`config.mk`:
```
export PLATFORM = sky130hd
export DESIGN_NAME = moving_avg_win
export DESIGN_NICKNAME = d
export VERILOG_FILES = /design/src/rtl/moving_avg_win.sv
export SDC_FILE = /design/constraint.sdc
export NUM_CORES = 1
export LEC_CHECK = 0
export BUFFER_PORTS_ARGS = -buffer_cell sky130_fd_sc_hd__buf_2
export CAP_MARGIN = 15
export CORE_MARGIN = 2
export CORE_UTILIZATION = 30
export DETAILED_ROUTE_END_ITERATION = 10
export HOLD_SLACK_MARGIN = 0.12
export RECOVER_POWER = 50
export SYNTH_ARGS = -nofsm -noshare
export SYNTH_HDL_FRONTEND = slang
export SYNTH_SLANG_ARGS = --single-unit
```
`constraint.sdc`:
```
create_clock -name clk -period 12.1 [get_ports clk]
set_input_delay 1.815 -clock clk [delete_from_list [all_inputs] [get_ports clk]]
set_output_delay 1.815 -clock clk [all_outputs]
set_load 0.005 [all_outputs]
```
`src/rtl/moving_avg_win.sv`:
```
// Moving-average filter over a power-of-two window of signed samples.
// The running sum is updated with one add and one subtract per accepted sample.
module moving_avg_win #(
    parameter int unsigned DATA_W     = 8,
    parameter int unsigned LOG2_DEPTH = 2,
    parameter int unsigned ROUND      = 1
) (
    input  logic                                clk,
    input  logic                                rst,
    input  logic                                clr,
    input  logic                                in_valid,
    input  logic        [DATA_W-1:0]            in_data,
    input  logic                                mode,
    output logic                                out_valid,
    output logic signed [DATA_W+LOG2_DEPTH-1:0] out_data,
    output logic                                full,
    output logic        [LOG2_DEPTH:0]          fill_count
);

    localparam int unsigned DEPTH = 1 << LOG2_DEPTH;
    localparam int unsigned ACC_W = DATA_W + LOG2_DEPTH;

    localparam logic signed [ACC_W:0] HALF =
        (ACC_W+1)'((ROUND != 0) ? (1 << (LOG2_DEPTH - 1)) : 0);
    localparam logic signed [ACC_W:0] AVG_MAX = (ACC_W+1)'((1 << (DATA_W - 1)) - 1);
    localparam logic [LOG2_DEPTH:0]   FILL_MAX = (LOG2_DEPTH+1)'(DEPTH);

    logic        [DATA_W-1:0]     r_buf [DEPTH];
    logic signed [ACC_W-1:0]      r_acc;
    logic        [LOG2_DEPTH-1:0] r_wr_ptr;
    logic        [LOG2_DEPTH:0]   r_fill;
    logic signed [ACC_W-1:0]      r_out_data;
    logic                         r_out_valid;

    logic        [DATA_W-1:0]     w_old;
    logic signed [ACC_W-1:0]      w_in_ext;
    logic signed [ACC_W-1:0]      w_old_ext;
    logic signed [ACC_W-1:0]      w_new_acc;
    logic signed [ACC_W:0]        w_rnd;
    logic signed [ACC_W:0]        w_shift;
    logic        [DATA_W-1:0]     w_avg;
    logic signed [ACC_W-1:0]      w_avg_ext;
    logic signed [ACC_W-1:0]      w_result;

    assign w_old     = r_buf[r_wr_ptr];
    assign w_in_ext  = {{LOG2_DEPTH{in_data[DATA_W-1]}}, in_data};
    assign w_old_ext = {{LOG2_DEPTH{w_old[DATA_W-1]}}, w_old};
    assign w_new_acc = r_acc + w_in_ext - w_old_ext;

    // One extra bit so the rounding offset cannot wrap the largest positive sum.
    assign w_rnd     = {w_new_acc[ACC_W-1], w_new_acc} + HALF;
    assign w_shift   = w_rnd >>> LOG2_DEPTH;
    assign w_avg     = (w_shift > AVG_MAX) ? AVG_MAX[DATA_W-1:0] : w_shift[DATA_W-1:0];
    assign w_avg_ext = {{LOG2_DEPTH{w_avg[DATA_W-1]}}, w_avg};
    assign w_result  = mode ? w_new_acc : w_avg_ext;

    always_ff @(posedge clk or posedge rst) begin
        if (rst) begin
            for (int i = 0; i < int'(DEPTH); i++) begin
                r_buf[i] <= '0;
            end
            r_acc       <= '0;
            r_wr_ptr    <= '0;
            r_fill      <= '0;
            r_out_data  <= '0;
            r_out_valid <= 1'b0;
        end else if (clr) begin
            for (int i = 0; i < int'(DEPTH); i++) begin
                r_buf[i] <= '0;
            end
            r_acc       <= '0;
            r_wr_ptr    <= '0;
            r_fill      <= '0;
            r_out_data  <= '0;
            r_out_valid <= 1'b0;
        end else begin
            r_out_valid <= in_valid;
            if (in_valid) begin
                r_buf[r_wr_ptr] <= in_data;
                // Pointer is exactly LOG2_DEPTH bits, so it wraps naturally.
                r_wr_ptr        <= r_wr_ptr + LOG2_DEPTH'(1);
                r_acc           <= w_new_acc;
                r_out_data      <= w_result;
                if (r_fill != FILL_MAX) begin
                    r_fill <= r_fill + (LOG2_DEPTH+1)'(1);
                end
            end
        end
    end

    assign out_valid  = r_out_valid;
    assign out_data   = r_out_data;
    assign fill_count = r_fill;
    assign full       = (r_fill == FILL_MAX);

endmodule
```
==> reports/qor.csv <==
stage;metric;value;unit
timing;maximum frequency from static timing analysis;213;MHz
global_routing;met3 usage in global routing;0.0329;
clock_network;number of gates given a new drive strength after cts;0;
timing;final number of max-transition violations;108;
layout;antenna diode count;0;
placement;post-placement setup slack;7.05;ns
floorplan;Ports;28;
logic_synthesis;fraction of the mapped netlist area in simple logic gates;0.190;
layout;most common cell after layout, fill and taps aside;sky130_fd_sc_hd__dfrtp_1;
global_routing;global-route wire length before repair;15100;µm
hold_path;WHS Endpoint;out_data[4]$_DFFE_PP0P_;
global_routing;number of antenna violations at the first check in global routing;0;
layout;most used cells in the layout excluding fill and tap cells;sky130_fd_sc_hd__dfrtp_1, sky130_fd_sc_hd__inv_1, sky130_fd_sc_hd__nand2_1, sky130_fd_sc_hd__nand3_1, sky130_fd_sc_hd__a21oi_1;
timing;Final setup violation count;0;
floorplan;standard-cell row count;40;
placement;detailed-placement wirelength estimate;6100;µm
logic_synthesis;share of cell area taken by muxes after synthesis;0.0643;
pwr;Cell Pwr Density;229;nW/µm²
floorplan;Die ar.;13400;µm²
clock_network;number of CTS-inserted buffers;9;
route;drt wl/cell;15.0;µm
worst_setup_path;maximum single-stage delay on the critical path;0.59;ns
clock_network;root buffer cell;sky130_fd_sc_hd__clkbuf_16;
timing;setup total negative slack;0;ns
worst_setup_path;reg-to-reg startpoint;r_wr_ptr[0]$_DFFE_PP0P_;
global_routing;largest net degree at the start of global routing;59;
hold_path;beginning of the worst hold path;out_data[4]$_DFFE_PP0P_;
hold_path;depth of the worst hold-timing path;1;
logic_synthesis;post-synthesis sequential area ratio;0.388;
logic_synthesis;number of different library cells in the post-synthesis netlist;56;
global_routing;most crowded layer after global routing;met2;
logic_synthesis;largest family of logic cells by synthesized area;simple AND/OR/NAND/NOR gates;
clock_network;TritonCTS clock tree;built;
timing;final number of hold-violating endpoints;0;
clock_network;Post-CTS Setup Bufs;0;
global_routing;GR met1 Demand/Resource;0.183;
logic_synthesis;share of synthesized registers carrying an async set or reset;1.00;
timing;normalized max-slew margin;-1.15;
timing;RSZ-0062 raised after global routing;no;
timing;slew at the pin closest to its max-slew limit;3.22;ns
clock_network;H-tree depth;3;
placement;placer's final routability congestion estimate;0.811;
layout;register cell area after layout;1450;µm²
worst_setup_path;worst endpoint data arrival time;4.92;ns
clock_network;insertion delay to the later sink of the worst-skew pair;0.33;ns
route;per-cell via count in the routed design;5.01;
timing;final worst setup slack;7.40;ns
route;total detailed-routing wirelength;8790;µm
floorplan;core footprint;12100;µm²
logic_synthesis;post-synthesis register bit count;58;
worst_setup_path;most common cell type on the critical path;sky130_fd_sc_hd__inv_1;
layout;share of layout cells above drive strength 1;0.155;
route;first-pass detailed-route iteration total;5;
floorplan;initial core utilization;0.310;
worst_setup_path;Critical path buffers and inverters;3;
run_status;run status;complete, but fails checks;
logic_synthesis;mean area per synthesized cell;9.41;µm²
run;Max-Cap Viols;2;
run_status;violations in the final reports;max-capacitance violations, max-slew violations;
global_routing;via count of the first global-routing pass;2999;
worst_setup_path;critical-path cell with the highest stage delay;sky130_fd_sc_hd__fa_1;
logic_synthesis;Cells after Synth;397;
worst_setup_path;required time of the worst setup path;12.32;ns
pwr;leakage power of the design;1.93;nW
logic_synthesis;Compound-Gate Fraction of Synth Area;0.146;
clock_network;CTS hold repair buffers;0;
pwr;VDD IR-drop max;0.0958;mV
logic_synthesis;most used flip-flop cell after synthesis;sky130_fd_sc_hd__dfrtp_1;
timing;Clock Skews;0.00550;ns
logic_synthesis;Synth Area in XOR/XNOR;0.0342;
logic_synthesis;count of synthesis-stage warnings from yosys;0;
worst_setup_path;type of element launching the critical path;input pin;
worst_setup_path;Worst path top cell family by delay;simple AND/OR/NAND/NOR gates;
worst_setup_path;endpoint of the worst register-to-register path;out_data[6]$_DFFE_PP0P_;
placement;IO buf count;27;
worst_setup_path;maximum fanout along the worst path;5;
layout;count of nets after finishing;455;
hold_path;classification of the worst-slack hold path;flip-flop to flip-flop;
worst_setup_path;critical path capture point type;flip-flop;
worst_setup_path;type of the worst setup path;input pin to flip-flop;
global_routing;M2 GR Usage;0.245;
logic_synthesis;syn_nets;437;
worst_setup_path;R2R setup slack;7.69;ns
route;total number of vias;2939;
route;number of DRC markers after the initial detailed-route iteration;191;
layout;layout overhead on the synthesized area;14.2;%
timing;final critical-path required period;4.70;ns
floorplan;vertical die dimension;116;µm
route;remaining antenna violation count;0;
layout;fillers;1226;
global_routing;leftover overflow at the end of global routing;0;
clock_network;clock-pin transition on the worst setup and hold timing paths;0.05;ns
worst_setup_path;sequence of cells on the critical path;buf_2 -> inv_1 -> fa_1 -> inv_1 -> ha_1 -> a21o_1 -> nand4_1 -> and3_1 -> o21ai_0 -> and4b_4 -> nand2_2 -> or4_1 -> a32o_1;
worst_setup_path;number of cells on the worst reg-to-reg path;14;
logic_synthesis;count of flip-flops with a built-in enable after synthesis;0;
floorplan;horizontal extent of the die;116;µm
global_routing;total global routing track utilization;0.146;
route;DRC violation count after routing;0;
clock_network;Num Clock Sinks;58;
clock_network;Clock Tree Buf Depth;2;
logic_synthesis;netlist area before placement;3740;µm²
layout;area occupied by multi-input gates;2030;µm²
logic_synthesis;share of synthesized cell area in full adder, half adder and majority cells;0.109;
timing;post-route clock period utilization;0.389;
logic make-up (layout without fill, tap and decap cells):
| kind of cell | Yosys count | in the layout |
|---|---|---|
| xor+xnor | 12 | 12 |
| buf+inv | 68 | 90 |
| fa+ha+maj | 27 | 27 |
| flops | 58 | 58 |
| simple gates | 137 | 137 |
| compound gates | 81 | 81 |
| mux | 14 | 14 |
synth_stat cells (7+ instances only):
master / n / area, µm²
sky130_fd_sc_hd__mux4_2: 8 / 180
sky130_fd_sc_hd__o21ai_0: 11 / 55.1
sky130_fd_sc_hd__nor2_1: 19 / 71.3
sky130_fd_sc_hd__clkbuf_1: 13 / 48.8
sky130_fd_sc_hd__fa_1: 9 / 180
sky130_fd_sc_hd__ha_1: 18 / 225
sky130_fd_sc_hd__inv_1: 46 / 173
sky130_fd_sc_hd__xnor2_1: 7 / 61.3
sky130_fd_sc_hd__nand2_1: 42 / 158
sky130_fd_sc_hd__a21oi_1: 35 / 175
sky130_fd_sc_hd__nand3_1: 40 / 200
sky130_fd_sc_hd__dfrtp_1: 58 / 1450
sky130_fd_sc_hd__buf_1: 8 / 30.0
through the flow:
| stage | utilization | hold WS [ns] | cell area, µm² | instances | power [mW] |
|---|---|---|---|---|---|
| 6_report | 0.354 | 0.483 | 4270 | 587 | 0.977 |
| 5_1_grt | 0.354 | 0.496 | 4270 | 587 | 1.06 |
| 4_1_cts | 0.354 | 0.489 | 4270 | 587 | 0.985 |
| 3_5_place_dp | 0.333 | 0.478 | 4010 | 572 | 0.758 |
| 3_3_place_gp | 0.333 | 0.465 | 4010 | 572 | 0.749 |
| 2_1_floorplan | - | 0.448 | 3740 | 397 | 0.650 |
how the worst max path moves through the flow:
stage	start	slack (ns)	to	cells after the start
6_report	in_data[1]	7.40	out_data[6]$_DFFE_PP0P_	13
2_1_floorplan	in_data[1]	7.41	out_data[6]$_DFFE_PP0P_	11
3_3_place_gp	in_data[2]	7.11	out_data[6]$_DFFE_PP0P_	13
5_1_grt	rst	6.95	r_buf[14]$_DFFE_PP0P_	3
3_5_place_dp	in_data[2]	7.05	out_data[6]$_DFFE_PP0P_	13
4_1_cts	in_data[2]	7.40	out_data[6]$_DFFE_PP0P_	13
layer usage:
metal | wire [µm] | vias up
li1 | - | 1403
met1 | 3810 | 1448
met3 | 369 | 13
met2 | 4440 | 75
met5 | 0 | -
met4 | 174 | 0
report_power, final:
part	internal [mW]	switching, mW	total (mW)
Combinational	0.221	0.291	0.512
Clock	0.135	0.0873	0.223
Sequential	0.223	0.0189	0.242
Total	0.579	0.398	0.977
layout make-up:
class / instances / share of cell area
flip-flops and latches: 58 / 0.340
inverters: 46 / 0.0405
clock inverters: 6 / 0.00821
clock buffers: 9 / 0.0528
multi-input cells: 271 / 0.475
well taps: 168 / 0.0493
repair buffers: 29 / 0.0337
worst register-to-register path: stages (launching register included):
cell                        delay (ns)
sky130_fd_sc_hd__dfrtp_1          0.80
sky130_fd_sc_hd__mux4_2           0.61
sky130_fd_sc_hd__ha_1             0.29
sky130_fd_sc_hd__inv_1            0.05
sky130_fd_sc_hd__ha_1             0.20
sky130_fd_sc_hd__inv_1            0.07
sky130_fd_sc_hd__fa_1             0.40
sky130_fd_sc_hd__and2b_1          0.22
sky130_fd_sc_hd__o2111ai_1        0.15
sky130_fd_sc_hd__nand3b_2         0.14
sky130_fd_sc_hd__xor2_2           0.26
sky130_fd_sc_hd__and4b_4          0.30
sky130_fd_sc_hd__nand2_2          0.07
sky130_fd_sc_hd__or4_1            0.51
sky130_fd_sc_hd__a32o_1           0.26
state kept, by name, indices dropped and copies added, names as in the netlist:
register,count
r_acc,10
out_valid,1
fill_count,3
r_buf,32
out_data,10
r_wr_ptr,2
No activity file was read; power rests on OpenSTA's default activity.
